File: src/rtl/multicycle_ctrl_v2_pkg.sv
// Shared types for the multicycle RV32I controller: opcodes, FSM states,
// datapath select encodings and trap causes.
package multicycle_ctrl_v2_pkg;

    typedef enum logic [6:0] {
        LOAD     = 7'b0000011,
        MISC_MEM = 7'b0001111,
        OP_IMM   = 7'b0010011,
        AUIPC    = 7'b0010111,
        STORE    = 7'b0100011,
        OP       = 7'b0110011,
        LUI      = 7'b0110111,
        BRANCH   = 7'b1100011,
        JALR     = 7'b1100111,
        JAL      = 7'b1101111,
        SYSTEM   = 7'b1110011
    } rv32i_opcode_t;

    typedef enum logic [2:0] {
        NOT_JUMPING,
        JUMP_I_TYPE,
        JUMP_J_TYPE,
        BRANCH_B_TYPE,
        TRAP_VECTOR
    } jump_type_t;

    typedef enum logic [1:0] {
        FROM_ALU,
        FROM_MEM,
        FROM_PC_PLUS_4,
        FROM_IMM_U
    } regfile_sel_t;

    typedef enum logic [1:0] {
        ILLEGAL,
        ECALL,
        EBREAK,
        BUS_TIMEOUT
    } trap_cause_t;

    // State names carry an ST_ prefix so they do not collide with opcode names.
    typedef enum logic [3:0] {
        ST_RST_IDLE,
        ST_FETCH,
        ST_DECODE,
        ST_EXEC_R,
        ST_EXEC_I,
        ST_EXEC_U,
        ST_MEM,
        ST_JAL,
        ST_JALR,
        ST_BRANCH,
        ST_TRAP,
        ST_HALT
    } state_t;

    localparam int WAIT_CNT_W = 8;

    function automatic trap_cause_t system_cause(input logic is_ebreak);
        return is_ebreak ? EBREAK : ECALL;
    endfunction

endpackage

File: src/rtl/multicycle_ctrl_v2_if.sv
// Control bundle between the multicycle controller (master) and the datapath
// and memory (slave).
interface multicycle_ctrl_v2_if;
    import multicycle_ctrl_v2_pkg::*;

    rv32i_opcode_t opcode;
    logic          is_ebreak;
    logic          take_branch;
    logic          mem_ready;

    logic          regfile_wren;
    logic          ir_wren;
    logic          pc_inc;
    logic          mem_req;
    logic          mem_wren;
    logic          addr_sel_alu;
    logic          alu_a_sel_pc;
    jump_type_t    jumping;
    regfile_sel_t  regfile_sel;
    logic          trap_valid;
    trap_cause_t   trap_cause;
    logic          halted;

    modport master (
        input  opcode, is_ebreak, take_branch, mem_ready,
        output regfile_wren, ir_wren, pc_inc, mem_req, mem_wren, addr_sel_alu,
               alu_a_sel_pc, jumping, regfile_sel, trap_valid, trap_cause, halted
    );

    modport slave (
        output opcode, is_ebreak, take_branch, mem_ready,
        input  regfile_wren, ir_wren, pc_inc, mem_req, mem_wren, addr_sel_alu,
               alu_a_sel_pc, jumping, regfile_sel, trap_valid, trap_cause, halted
    );

endinterface

File: src/rtl/multicycle_ctrl_v2_mem_wait_timer.sv
// Memory wait counter shared by FETCH and MEM: produces mem_done for fixed
// latency or ready handshake, and the optional bus timeout.
module multicycle_ctrl_v2_mem_wait_timer
    import multicycle_ctrl_v2_pkg::*;
#(
    parameter int MEM_HANDSHAKE = 0,
    parameter int MEM_LATENCY   = 1,
    parameter int MEM_TIMEOUT   = 0
) (
    input  logic clk,
    input  logic rst_n,
    input  logic busy,
    input  logic mem_ready,
    output logic mem_done,
    output logic timeout
);

    localparam logic [WAIT_CNT_W-1:0] LAT_CNT = WAIT_CNT_W'(MEM_LATENCY);
    localparam logic [WAIT_CNT_W-1:0] TO_CNT  = WAIT_CNT_W'(MEM_TIMEOUT);
    localparam logic [WAIT_CNT_W-1:0] CNT_MAX = '1;

    logic [WAIT_CNT_W-1:0] wait_cnt;

    function automatic logic [WAIT_CNT_W-1:0] sat_inc(input logic [WAIT_CNT_W-1:0] v);
        return (v == CNT_MAX) ? v : v + 1'b1;
    endfunction

    always_comb begin
        mem_done = (MEM_HANDSHAKE != 0) ? mem_ready : (wait_cnt == LAT_CNT);
        timeout  = (MEM_HANDSHAKE != 0) && (MEM_TIMEOUT != 0) &&
                   (wait_cnt == TO_CNT) && !mem_ready;
    end

    // Counting stops the moment the access completes or times out, so the
    // next FETCH/MEM always starts from zero.
    always_ff @(posedge clk or negedge rst_n) begin
        if (!rst_n) begin
            wait_cnt <= '0;
        end else if (busy && !mem_done && !timeout) begin
            wait_cnt <= sat_inc(wait_cnt);
        end else begin
            wait_cnt <= '0;
        end
    end

endmodule

File: src/rtl/multicycle_ctrl_v2.sv
// Multicycle RV32I control FSM: sequences fetch/decode/execute/memory, drives
// the datapath enables and selects, and handles traps by vectoring or halting.
module multicycle_ctrl_v2
    import multicycle_ctrl_v2_pkg::*;
#(
    parameter int MEM_HANDSHAKE  = 0,
    parameter int MEM_LATENCY    = 1,
    parameter int MEM_TIMEOUT    = 0,
    parameter int TRAP_VECTOR_EN = 1
) (
    input  logic                 clk,
    input  logic                 rst_n,
    multicycle_ctrl_v2_if.master bus
);

    state_t      state, state_d;
    trap_cause_t cause_q, cause_d;
    logic        busy, mem_done, timeout;

    assign busy = (state == ST_FETCH) || (state == ST_MEM);

    multicycle_ctrl_v2_mem_wait_timer #(
        .MEM_HANDSHAKE (MEM_HANDSHAKE),
        .MEM_LATENCY   (MEM_LATENCY),
        .MEM_TIMEOUT   (MEM_TIMEOUT)
    ) u_timer (
        .clk       (clk),
        .rst_n     (rst_n),
        .busy      (busy),
        .mem_ready (bus.mem_ready),
        .mem_done  (mem_done),
        .timeout   (timeout)
    );

    always_ff @(posedge clk or negedge rst_n) begin
        if (!rst_n) begin
            state   <= ST_RST_IDLE;
            cause_q <= ILLEGAL;
        end else begin
            state   <= state_d;
            cause_q <= cause_d;
        end
    end

    // Outputs depend on the current state (plus done/branch qualifiers), so an
    // asynchronous reset drops every strobe immediately.
    always_comb begin
        state_d          = state;
        cause_d          = cause_q;
        bus.regfile_wren = 1'b0;
        bus.ir_wren      = 1'b0;
        bus.pc_inc       = 1'b0;
        bus.mem_req      = 1'b0;
        bus.mem_wren     = 1'b0;
        bus.addr_sel_alu = 1'b0;
        bus.alu_a_sel_pc = 1'b0;
        bus.jumping      = NOT_JUMPING;
        bus.regfile_sel  = FROM_ALU;
        bus.trap_valid   = 1'b0;
        bus.halted       = 1'b0;

        case (state)
            ST_RST_IDLE: state_d = ST_FETCH;

            ST_FETCH: begin
                bus.mem_req = 1'b1;
                if (mem_done) begin
                    bus.ir_wren = 1'b1;
                    bus.pc_inc  = 1'b1;
                    state_d     = ST_DECODE;
                end else if (timeout) begin
                    cause_d = BUS_TIMEOUT;
                    state_d = ST_TRAP;
                end
            end

            ST_DECODE: begin
                case (bus.opcode)
                    OP:            state_d = ST_EXEC_R;
                    OP_IMM:        state_d = ST_EXEC_I;
                    LUI, AUIPC:    state_d = ST_EXEC_U;
                    LOAD, STORE:   state_d = ST_MEM;
                    JAL:           state_d = ST_JAL;
                    JALR:          state_d = ST_JALR;
                    BRANCH:        state_d = ST_BRANCH;
                    MISC_MEM:      state_d = ST_FETCH;
                    SYSTEM: begin
                        cause_d = system_cause(bus.is_ebreak);
                        state_d = ST_TRAP;
                    end
                    default: begin
                        cause_d = ILLEGAL;
                        state_d = ST_TRAP;
                    end
                endcase
            end

            ST_EXEC_R, ST_EXEC_I: begin
                bus.regfile_wren = 1'b1;
                state_d          = ST_FETCH;
            end

            ST_EXEC_U: begin
                bus.regfile_wren = 1'b1;
                if (bus.opcode == LUI) begin
                    bus.regfile_sel = FROM_IMM_U;
                end else begin
                    bus.alu_a_sel_pc = 1'b1;
                end
                state_d = ST_FETCH;
            end

            ST_MEM: begin
                bus.mem_req      = 1'b1;
                bus.addr_sel_alu = 1'b1;
                if (bus.opcode == STORE) begin
                    bus.mem_wren = 1'b1;
                end else begin
                    bus.regfile_sel  = FROM_MEM;
                    bus.regfile_wren = mem_done;
                end
                if (mem_done) begin
                    state_d = ST_FETCH;
                end else if (timeout) begin
                    cause_d = BUS_TIMEOUT;
                    state_d = ST_TRAP;
                end
            end

            ST_JAL, ST_JALR: begin
                bus.regfile_sel  = FROM_PC_PLUS_4;
                bus.regfile_wren = 1'b1;
                bus.pc_inc       = 1'b1;
                bus.jumping      = (state == ST_JAL) ? JUMP_J_TYPE : JUMP_I_TYPE;
                state_d          = ST_FETCH;
            end

            ST_BRANCH: begin
                if (bus.take_branch) begin
                    bus.jumping = BRANCH_B_TYPE;
                    bus.pc_inc  = 1'b1;
                end
                state_d = ST_FETCH;
            end

            ST_TRAP: begin
                bus.trap_valid = 1'b1;
                if (TRAP_VECTOR_EN != 0) begin
                    bus.jumping = TRAP_VECTOR;
                    bus.pc_inc  = 1'b1;
                    state_d     = ST_FETCH;
                end else begin
                    state_d = ST_HALT;
                end
            end

            ST_HALT: bus.halted = 1'b1;

            default: state_d = ST_RST_IDLE;
        endcase
    end

    assign bus.trap_cause = cause_q;

endmodule

File: src/flat_wrapper.sv
// flat-port wrapper written by rule: the top's interface ports become plain ports
module multicycle_ctrl_v2_flat import multicycle_ctrl_v2_pkg::*;
#(
    parameter int MEM_HANDSHAKE  = 0,
    parameter int MEM_LATENCY    = 1,
    parameter int MEM_TIMEOUT    = 0,
    parameter int TRAP_VECTOR_EN = 1
)
  (clk, rst_n, bus_opcode, bus_is_ebreak, bus_take_branch, bus_mem_ready, bus_regfile_wren, bus_ir_wren, bus_pc_inc, bus_mem_req, bus_mem_wren, bus_addr_sel_alu, bus_alu_a_sel_pc, bus_jumping, bus_regfile_sel, bus_trap_valid, bus_trap_cause, bus_halted);
  multicycle_ctrl_v2_if bus_i ();
  input  logic clk;
  input  logic rst_n;
  input wire logic [$bits(bus_i.opcode)-1:0] bus_opcode;
  input wire logic [$bits(bus_i.is_ebreak)-1:0] bus_is_ebreak;
  input wire logic [$bits(bus_i.take_branch)-1:0] bus_take_branch;
  input wire logic [$bits(bus_i.mem_ready)-1:0] bus_mem_ready;
  output wire logic [$bits(bus_i.regfile_wren)-1:0] bus_regfile_wren;
  output wire logic [$bits(bus_i.ir_wren)-1:0] bus_ir_wren;
  output wire logic [$bits(bus_i.pc_inc)-1:0] bus_pc_inc;
  output wire logic [$bits(bus_i.mem_req)-1:0] bus_mem_req;
  output wire logic [$bits(bus_i.mem_wren)-1:0] bus_mem_wren;
  output wire logic [$bits(bus_i.addr_sel_alu)-1:0] bus_addr_sel_alu;
  output wire logic [$bits(bus_i.alu_a_sel_pc)-1:0] bus_alu_a_sel_pc;
  output wire logic [$bits(bus_i.jumping)-1:0] bus_jumping;
  output wire logic [$bits(bus_i.regfile_sel)-1:0] bus_regfile_sel;
  output wire logic [$bits(bus_i.trap_valid)-1:0] bus_trap_valid;
  output wire logic [$bits(bus_i.trap_cause)-1:0] bus_trap_cause;
  output wire logic [$bits(bus_i.halted)-1:0] bus_halted;
  assign bus_i.opcode = bus_opcode;
  assign bus_i.is_ebreak = bus_is_ebreak;
  assign bus_i.take_branch = bus_take_branch;
  assign bus_i.mem_ready = bus_mem_ready;
  assign bus_regfile_wren = bus_i.regfile_wren;
  assign bus_ir_wren = bus_i.ir_wren;
  assign bus_pc_inc = bus_i.pc_inc;
  assign bus_mem_req = bus_i.mem_req;
  assign bus_mem_wren = bus_i.mem_wren;
  assign bus_addr_sel_alu = bus_i.addr_sel_alu;
  assign bus_alu_a_sel_pc = bus_i.alu_a_sel_pc;
  assign bus_jumping = bus_i.jumping;
  assign bus_regfile_sel = bus_i.regfile_sel;
  assign bus_trap_valid = bus_i.trap_valid;
  assign bus_trap_cause = bus_i.trap_cause;
  assign bus_halted = bus_i.halted;
  multicycle_ctrl_v2 #(.MEM_HANDSHAKE(MEM_HANDSHAKE), .MEM_LATENCY(MEM_LATENCY), .MEM_TIMEOUT(MEM_TIMEOUT), .TRAP_VECTOR_EN(TRAP_VECTOR_EN)) u_core (.clk(clk), .rst_n(rst_n), .bus(bus_i));
endmodule
File: config.mk
export PLATFORM = sky130hd
export DESIGN_NAME = multicycle_ctrl_v2_flat
export DESIGN_NICKNAME = d
export VERILOG_FILES = /design/src/rtl/multicycle_ctrl_v2_pkg.sv /design/src/rtl/multicycle_ctrl_v2_if.sv /design/src/rtl/multicycle_ctrl_v2_mem_wait_timer.sv /design/src/rtl/multicycle_ctrl_v2.sv /design/src/flat_wrapper.sv
export SDC_FILE = /design/constraint.sdc
export NUM_CORES = 1
export LEC_CHECK = 0
export ABC_AREA = 1
export BUFFER_PORTS_ARGS = -buffer_cell sky130_fd_sc_hd__buf_2
export CAP_MARGIN = 20
export CORE_UTILIZATION = 50
export DETAILED_ROUTE_END_ITERATION = 12
export HOLD_SLACK_MARGIN = 0.1
export PLACE_DENSITY = 0.76
export SETUP_SLACK_MARGIN = 0.4
export SLEW_MARGIN = 20
export SYNTH_ARGS = -nofsm -noshare
export SYNTH_HDL_FRONTEND = slang
export SYNTH_SLANG_ARGS = --single-unit
File: constraint.sdc
create_clock -name clk -period 1.51 [get_ports clk]
set_input_delay 0.0755 -clock clk [delete_from_list [all_inputs] [get_ports clk]]
set_output_delay 0.0755 -clock clk [all_outputs]
set_load 0.02 [all_outputs]
After elaboration in Yosys (flattened, before gate mapping)
Cells that the tools add are included.

Add/sub/neg operators: 1. Bitwise logic cells: 2. Reductions and logical operators: 14. Mux-type cells: 28. Equal/unequal tests: 27.

Operators by type and width (number): $pmux 4 s8 (1); $eq 7x7->1 const B (4); $eq 7x6->1 const B (3); $pmux 4 s5 (1); $eq 4x3->1 const B (4); $eq 4x4->1 const B (4); $mux 8 (2); $eq 7x5->1 const B (2); $mux 1 (13); $reduce_or 10->1 (1); $pmux 3 s3 (1); $add 8x1->8 const B (1); $eq 4x2->1 const B (2); $eq 8x1->1 const B (1); $eq 8x8->1 const B (1); $mux 2 (4); $mux 4 (2); $reduce_or 2->1 (4); $reduce_or 8->1 (1); $eq 7x2->1 const B (1); $eq 7x4->1 const B (1); $pmux 2 s3 (1); $reduce_or 5->1 (1); $eq 4x1->1 const B (1); 13 further kinds (15).

Input bits: 12. Bits in registers: 14. Output and inout port bits: 16. Logic and storage cells: 75.

Logic depth before layout (Yosys ltp)
Gate-level depths: netlist (run 1).

Depth in word-level cells: 4. Gate-level depth with buffers: 11. Depth with buffers taken out: 11.

Cells and area by module
Synthesis (run 1) repeated with hierarchy kept, for this count alone.

Cell total of the unflattened synthesis: 197. Area total of the unflattened synthesis: 1278.7 um^2.

By module, submodules not included: multicycle_ctrl_v2 (cells each 123, area each 739.5 um^2, times used 1); multicycle_ctrl_v2_mem_wait_timer (cells each 74, area each 539.3 um^2, times used 1).

Worst setup path before layout (run 1)
Ideal clock, no wire load.

Kind: reg2out. Start: register u_core.state[1]. End: output bus_pc_inc. Arrival: 1360 ps. Cell stages (with the launch flop): 7. Slack: 75 ps. Buffers on the path: 0. Required time: 1434 ps. Cell sequence: dfrtp_1 -> inv_2 -> nor2_2 -> inv_1 -> nor2_1 -> inv_1 -> o2111ai_1.

Longest elaborated chain between the ends: 3. Elaborated cells between the ends (all ways): 7. Those cells by class: eq/ne: 5; mux: 1; reduce/logical: 1.

Ends and longest elaborated chain: start: declaration (line multicycle_ctrl_v2.sv:16) `state_t state, state_d;`; start signal: assignment (line multicycle_ctrl_v2.sv:40) `state <= state_d;`; $eq 4x4->1 or $eq 4x3->1 (tied branches) (line multicycle_ctrl_v2.sv:62) `case (state)`; $reduce_or 3->1 (no source line); $pmux 1 s3 * (line multicycle_ctrl_v2.sv:62); end: declaration (line flat_wrapper.sv:19) `output wire logic [$bits(bus_i.pc_inc)-1:0] bus_pc_inc;`.

Every way passes the cells marked *; elsewhere a longest branch is shown, timed or not.

Final worst setup path (run 1)
Start: register u_core.state[3]. End: output bus_pc_inc.

The elaborated chain is that of the path after synthesis.

==> results of run 1 <==
synth_stat cells, drive strengths merged:
cell / number / area share
buf: 1 / 0.0067
o31ai: 1 / 0.0067
a21oi: 6 / 0.030
nor3: 1 / 0.0045
a21boi: 1 / 0.010
o22ai: 1 / 0.0056
inv: 26 / 0.089
dfrtp: 14 / 0.31
o21ai: 8 / 0.039
o211a: 1 / 0.0089
nand2: 47 / 0.18
nand3: 16 / 0.085
ha: 2 / 0.022
xor2: 2 / 0.016
o2111ai: 1 / 0.0078
nand3b: 1 / 0.0067
nor2: 33 / 0.13
and2: 2 / 0.011
nand4: 5 / 0.028
power by group:
group	internal, mW	total [mW]	leakage, nW	switching (mW)
clock network	0.147	0.285	0.0210	0.137
logic	0.712	1.74	0.740	1.03
registers	0.437	0.548	0.185	0.111
total	1.30	2.57	0.946	1.28
placed cells by master (no fill, tap or decap), types with 4 or more instances in the layout:
master	Yosys	layout
nand2_1	43	32
buf_6	0	22
nor2_1	27	18
buf_4	1	18
inv_1	22	17
buf_2	0	14
nor2_4	2	10
nand3_1	13	10
dfrtp_1	14	10
nand2_2	2	8
inv_2	3	7
nand2_4	2	6
nor2_2	4	5
nand4_1	5	5
o21ai_2	1	4
nand3_4	0	4
a21oi_2	1	4
dfrtp_2	0	4
state kept, by name (all words and copies together), names as in the netlist:
register                 flops
u_core.state                 4
u_core.u_timer.wait_cnt      8
u_core.bus.trap_cause        2
metal layers:
| metal | routed length (um) | share of wire | track usage |
|---|---|---|---|
| met3 | 696 | 0.13 | 0.0779 |
| met4 | 545 | 0.099 | 0.132 |
| met1 | 1740 | 0.32 | 0.423 |
| met5 | 0 | 0 | 0 |
| met2 | 2520 | 0.46 | 0.575 |
worst max-delay path by stage:
stage / end / slack (ns)
final: bus_pc_inc / -0.20
after global routing: bus_regfile_sel[1] / -0.28
after CTS: bus_pc_inc / -0.01
after detailed placement: u_core.u_timer.wait_cnt[3]$_DFFE_PN0P_ / 0.11
after global placement: u_core.u_timer.wait_cnt[3]$_DFFE_PN0P_ / 0.16
after floorplan: u_core.u_timer.wait_cnt[6]$_DFFE_PN0P_ / 0.22
final cells by class:
class / instances / area (um^2) / share of cell area
inverter: 26 / 108 / 0.0564
sequential: 14 / 355 / 0.186
tap: 27 / 33.8 / 0.0177
timing repair buffer: 56 / 473 / 0.248
multi-input combinational: 128 / 903 / 0.473
clock buffer: 4 / 36.3 / 0.0190
through the flow:
stage / setup slack (ns) / hold WS (ns) / power [mW] / TNS [ns]
after global placement: 0.159 / -0.0236 / 1.45 / 0
after CTS: -0.0118 / 0.101 / 2.10 / -0.0118
after floorplan: 0.219 / -0.220 / 1.23 / 0
final: -0.197 / 0.112 / 2.57 / -1.03
after global routing: -0.280 / 0.0912 / 2.67 / -1.80
after detailed placement: 0.112 / -0.0140 / 1.48 / 0
cells by family (layout without fill, tap and decap cells):
| group | Yosys count | in the layout |
|---|---|---|
| AOI/OAI and AO/OA | 19 | 19 |
| xor gates and xnor gates | 2 | 2 |
| adders and majority gates | 2 | 2 |
| buffers and inverters | 27 | 86 |
| DFF | 14 | 14 |
| and+or+nand+nor | 105 | 105 |
timing repair:
item,in CTS,in global routing
endpoints found under the hold margin,16,0
hold buffers,2,0
endpoints found under the setup margin,27,28
setup buffers,15,9
gates resized for setup,53,33
pin swaps,15,15
worst max-delay path: stages, from the launching register on:
cell and delay (ns):
dfrtp_1 0.50, inv_2 0.11, nor2_4 0.16, inv_2 0.08, nor2_4 0.13, inv_1 0.10, o2111ai_2 0.11, buf_6 0.15
==> impl_metrics.toml, run 1 <==
[status]
status = "finished with violations"
violations = "negative setup slack"

[global_routing]
antenna_found_initial = 0
grt_pass1_vias = 1324
grt_max_degree = 15
grt_pass1_wl_mm = 6.15
grt_overflow = 0
track_usage = 0.343

[routing]
ant_nets = 0
drcViolationCount = 0
post_drt_wl_per_cell_um = 21.6
vias_per_cell = 6.53
drtIter0Drc = 145
vias = 1665
drt-pass1-iter-count = 5
wirelength_mm = 5.50

[sta]
max-slew-margin-rel = 0.779
max_freq_mhz = 586
finalHoldViolCount = 0
layout_setup_ws_ns = -0.197
fin_skew_ns = 0.00633
setup_viol = 12
period_minus_slack_ns = 1.71
rsz0062_at_grt = "true"
worstMarginPinSlew_ns = 0.332
finalMaxSlewViolations = 0
fin_crit_sh = 1.13

[placement]
dp_hpwl_mm = 2.13
place_area_um2 = 1360
io_buffers = 26
dp.cells = 225
place_congestion = 0.855

[hold_path]
hp-class = "input pin to register"
min_to = "u_core.bus.trap_cause[1]$_DFFE_PN0P_"
min_path_cells = 3
min-delay-start = "bus_opcode[6]"

[floorplan]
die-area_um2 = 2430
ios = 28
floorplan.initialDensity = 0.548
die_height_um = 49.3
core_area_um2 = 2040
rows = 16
die_width_um = 49.3

[finish]
fillers = 70
final_cell_count_no_fill = 255
fin_util = 0.935
area_growth_pct = 70.7
antennaDiodeCount = 0
drive_above_1_share = 0.535
postLayoutCellArea_um2 = 1910
layout.nets = 243

[critical_path]
crit_type = "register to output pin"
timing.rr.start = "u_core.u_timer.wait_cnt[4]$_DFFE_PN0P_"
startpoint_type = "register"
crit_path_end_kind = "output pin"
cp-startpoint = "u_core.state[3]$_DFFE_PN0P_"
crit_arrival_ns = 1.63
rr_worst_depth = 9
crit_fanout = 3
required_ns = 1.43
worstReg2RegEnd = "u_core.state[0]$_DFFE_PN0P_"
r2r_slack_ns = -0.04

[clock_network]
h-tree-depth = 1
cts_tree = "yes"
clock_latency_ns = 0.30
clock_sinks = 14
path_clk_slew_ns = 0.09
cts_buffers = 3
root_buffer = "clkbuf_4"
cts_buffer_depth = 2

[logic_synthesis]
syn_area_per_cell_um2 = 6.62
synthesis.area_um2 = 1120
synthSimpleGateAreaFrac = 0.444
synth-seq-area-share = 0.313
synth_compound_area_frac = 0.109
synth_cells = 169
ys_warn_count = 0
muxShareOfSynthArea = 0
synth_fp_nets = 183
synthDistinctLibCells = 29
synth_fa_ha_area_frac = 0.0224
synth_xor_area_frac = 0.0157
synth_seq_cells = 14
synth_top_family_by_area = "simple AND/OR/NAND/NOR gates"

[pwr]
p_leak_nw = 0.946
ir_drop_v = 0.00115
power_density_nw_per_um2 = 1350

[run]
max-cap-violations = 0
No activity file was read; power rests on OpenSTA's default activity.
==> run 2, diff against run 1 <==
--- a/config.mk
+++ b/config.mk
@@ -11,9 +11,10 @@
 export CORE_UTILIZATION = 50
 export DETAILED_ROUTE_END_ITERATION = 12
 export HOLD_SLACK_MARGIN = 0.1
-export PLACE_DENSITY = 0.76
+export PLACE_DENSITY = 0.74
 export SETUP_SLACK_MARGIN = 0.4
 export SLEW_MARGIN = 20
 export SYNTH_ARGS = -nofsm -noshare
 export SYNTH_HDL_FRONTEND = slang
+export SYNTH_HIERARCHICAL = 1
 export SYNTH_SLANG_ARGS = --single-unit
==> impl_metrics.toml, run 2 <==
[status]
status = "finished with violations"
violations = "negative setup slack"

[sta]
worstMarginPinSlew_ns = 0.539
fin_crit_sh = 1.14
max_freq_mhz = 580
finalMaxSlewViolations = 0
period_minus_slack_ns = 1.72
finalSetupTns_ns = -1.64
setup_viol = 19
max-slew-margin-rel = 0.638
rsz0062_at_grt = "true"
finalHoldViolCount = 0
fin_skew_ns = 0.0232
layout_setup_ws_ns = -0.213

[placement]
dp_hpwl_mm = 2.38
place_congestion = 0.849
io_buffers = 26
dp.cells = 254
post-place-ws_ns = 0.0495

[clock_network]
cts_tree = "yes"
path_clk_slew_ns = 0.12
clock_sinks = 14
cts_buffers = 3
clock_latency_ns = 0.30
root_buffer = "clkbuf_4"
cts_buffer_depth = 2
h-tree-depth = 1

[finish]
layout.nets = 283
final_cell_count_no_fill = 296
top_register = "u_core/u_timer/wait_cnt"
largest_register_ff_count = 8
most-common-layout-cells = "nand2_1, buf_4, buf_6"
area_growth_pct = 72.2
final_common_cell = "nand2_1"
antennaDiodeCount = 0
fillers = 66
drive_above_1_share = 0.563

[routing]
drcViolationCount = 0
drtIter0Drc = 115
ant_nets = 0
vias_per_cell = 6.32
wirelength_mm = 6.21
vias = 1870
post_drt_wl_per_cell_um = 21.0
drt-pass1-iter-count = 6

[logic_synthesis]
syn_area_per_cell_um2 = 6.49
synthDistinctLibCells = 30
yosys.area.top_type = "dfrtp_1"
synth-edff-count = 0
synthTopCellsByArea = "dfrtp_1, nand2_1, nor2_1"
synth_seq_cells = 14
async_flop_share = 1.00
synthesis.area_um2 = 1280
ys_warn_count = 6
synth_cells = 197
synth-seq-area-share = 0.274
synth_ff_type = "dfrtp_1"
netlist.area_leader.share = 0.274
synth_fp_nets = 211
yosys-top-cells-count = "nand2_1, nor2_1, inv_1, nand3_1, dfrtp_1"
yosys.cell_count.top_type = "nand2_1"

[critical_path]
crit_fanout = 4
cp_slowest_cell = "dfrtp_2"
path_cells = "nand2_2, inv_4, nand3_2, nand2_2, or3_4, buf_6"
crit_type = "register to output pin"
crit_family = "simple AND/OR/NAND/NOR gates"
r2r_slack_ns = -0.15
crit_path_end_kind = "output pin"
critPathBufInv = 2
startpoint_type = "register"
cpMostUsedCell = "nand2_2"
cp_slowest_stage_delay_ns = 0.50
required_ns = 1.43
crit_arrival_ns = 1.65

[global_routing]
antenna_found_initial = 0
grt_max_degree = 15
grt_pass1_vias = 1439
grt_pass1_wl_mm = 6.81
track_usage = 0.350
grt_overflow = 0

[floorplan]
core_area_um2 = 2320
die_height_um = 52.6
floorplan.initialDensity = 0.552
ios = 28
die_width_um = 52.6
die-area_um2 = 2760
rows = 17

[run]
max-cap-violations = 0

[hold_path]
hp-class = "input pin to asynchronous set/reset pin"

[pwr]
ir_drop_v = 0.000731
p_leak_nw = 1.12
power_density_nw_per_um2 = 338
-- run 2: cell families (layout without fill, tap and decap cells) --
family / count (synthesis) / in the layout / synth area share
AND/OR/NAND/NOR: 126 / 126 / 0.491
other: 1 / 1 / 0.00293
AO/OA/AOI/OAI: 20 / 20 / 0.0988
buffers and inverters: 33 / 104 / 0.107
XOR/XNOR: 1 / 1 / 0.00685
adder cells (fa/ha/maj): 2 / 2 / 0.0196
flip-flops: 14 / 14 / 0.274
-- run 2: through the flow --
step / hold WS (ns) / cell area [um^2] / power (mW) / utilization
after floorplan: -0.220 / 1360 / 0.409 / -
after global placement: -0.0174 / 1550 / 0.434 / 0.668
after detailed placement: -0.0108 / 1550 / 0.435 / 0.668
after CTS: 0.183 / 1890 / 0.712 / 0.814
after global routing: 0.252 / 2200 / 0.757 / 0.950
final: 0.229 / 2200 / 0.744 / 0.950
-- run 2: layout make-up --
cell class              instances  area [um^2]  area share
well taps                      28         35.0      0.0159
repair buffers                 69          591       0.268
flip-flops and latches         14          357       0.162
multi-input cells             150         1040       0.474
inverters                      31          139      0.0631
clock buffers                   4         36.3      0.0165
-- run 2: what timing repair did --
item,CTS,global route
cloned,0,0
hold buffers,2,0
setup buffers,17,19
setup endpoints to repair,28,28
pin swaps,21,20
endpoints found under the hold margin,15,0
resized for setup,51,52
-- run 2: final timing paths --
kind / start / end / depth (start not counted)
max reg2reg: u_core/u_timer/wait_cnt[3]$_DFFE_PN0P_ / u_core/state[0]$_DFFE_PN0N_ / 9
min in group clk: bus_opcode[3] / u_core/state[3]$_DFFE_PN0N_ / 6
max in group asynchronous: rst_n / u_core/state[2]$_DFFE_PN0N_ / 2
min reg2reg: u_core/bus.trap_cause[1]$_DFFE_PN0P_ / u_core/bus.trap_cause[1]$_DFFE_PN0P_ / 2
min: rst_n / u_core/state[0]$_DFFE_PN0N_ / 2
max: u_core/state[0]$_DFFE_PN0N_ / bus_pc_inc / 6
-- run 2: power by group --
part	switching [mW]	leakage [nW]	internal, mW
registers	0	0.165	0.375
clock network	0.150	0.0210	0.147
logic	0.0488	0.936	0.0240
-- run 2: layer usage --
| metal | up-vias | routed length, um | GRT usage | part of all wire |
|---|---|---|---|---|
| li1 | 761 | - | - | - |
| met1 | 840 | 2060 | 0.416 | 0.33 |
| met2 | 207 | 2950 | 0.605 | 0.47 |
| met3 | 62 | 757 | 0.0725 | 0.12 |
| met4 | 0 | 448 | 0.145 | 0.072 |
| met5 | - | 0 | 0 | 0 |
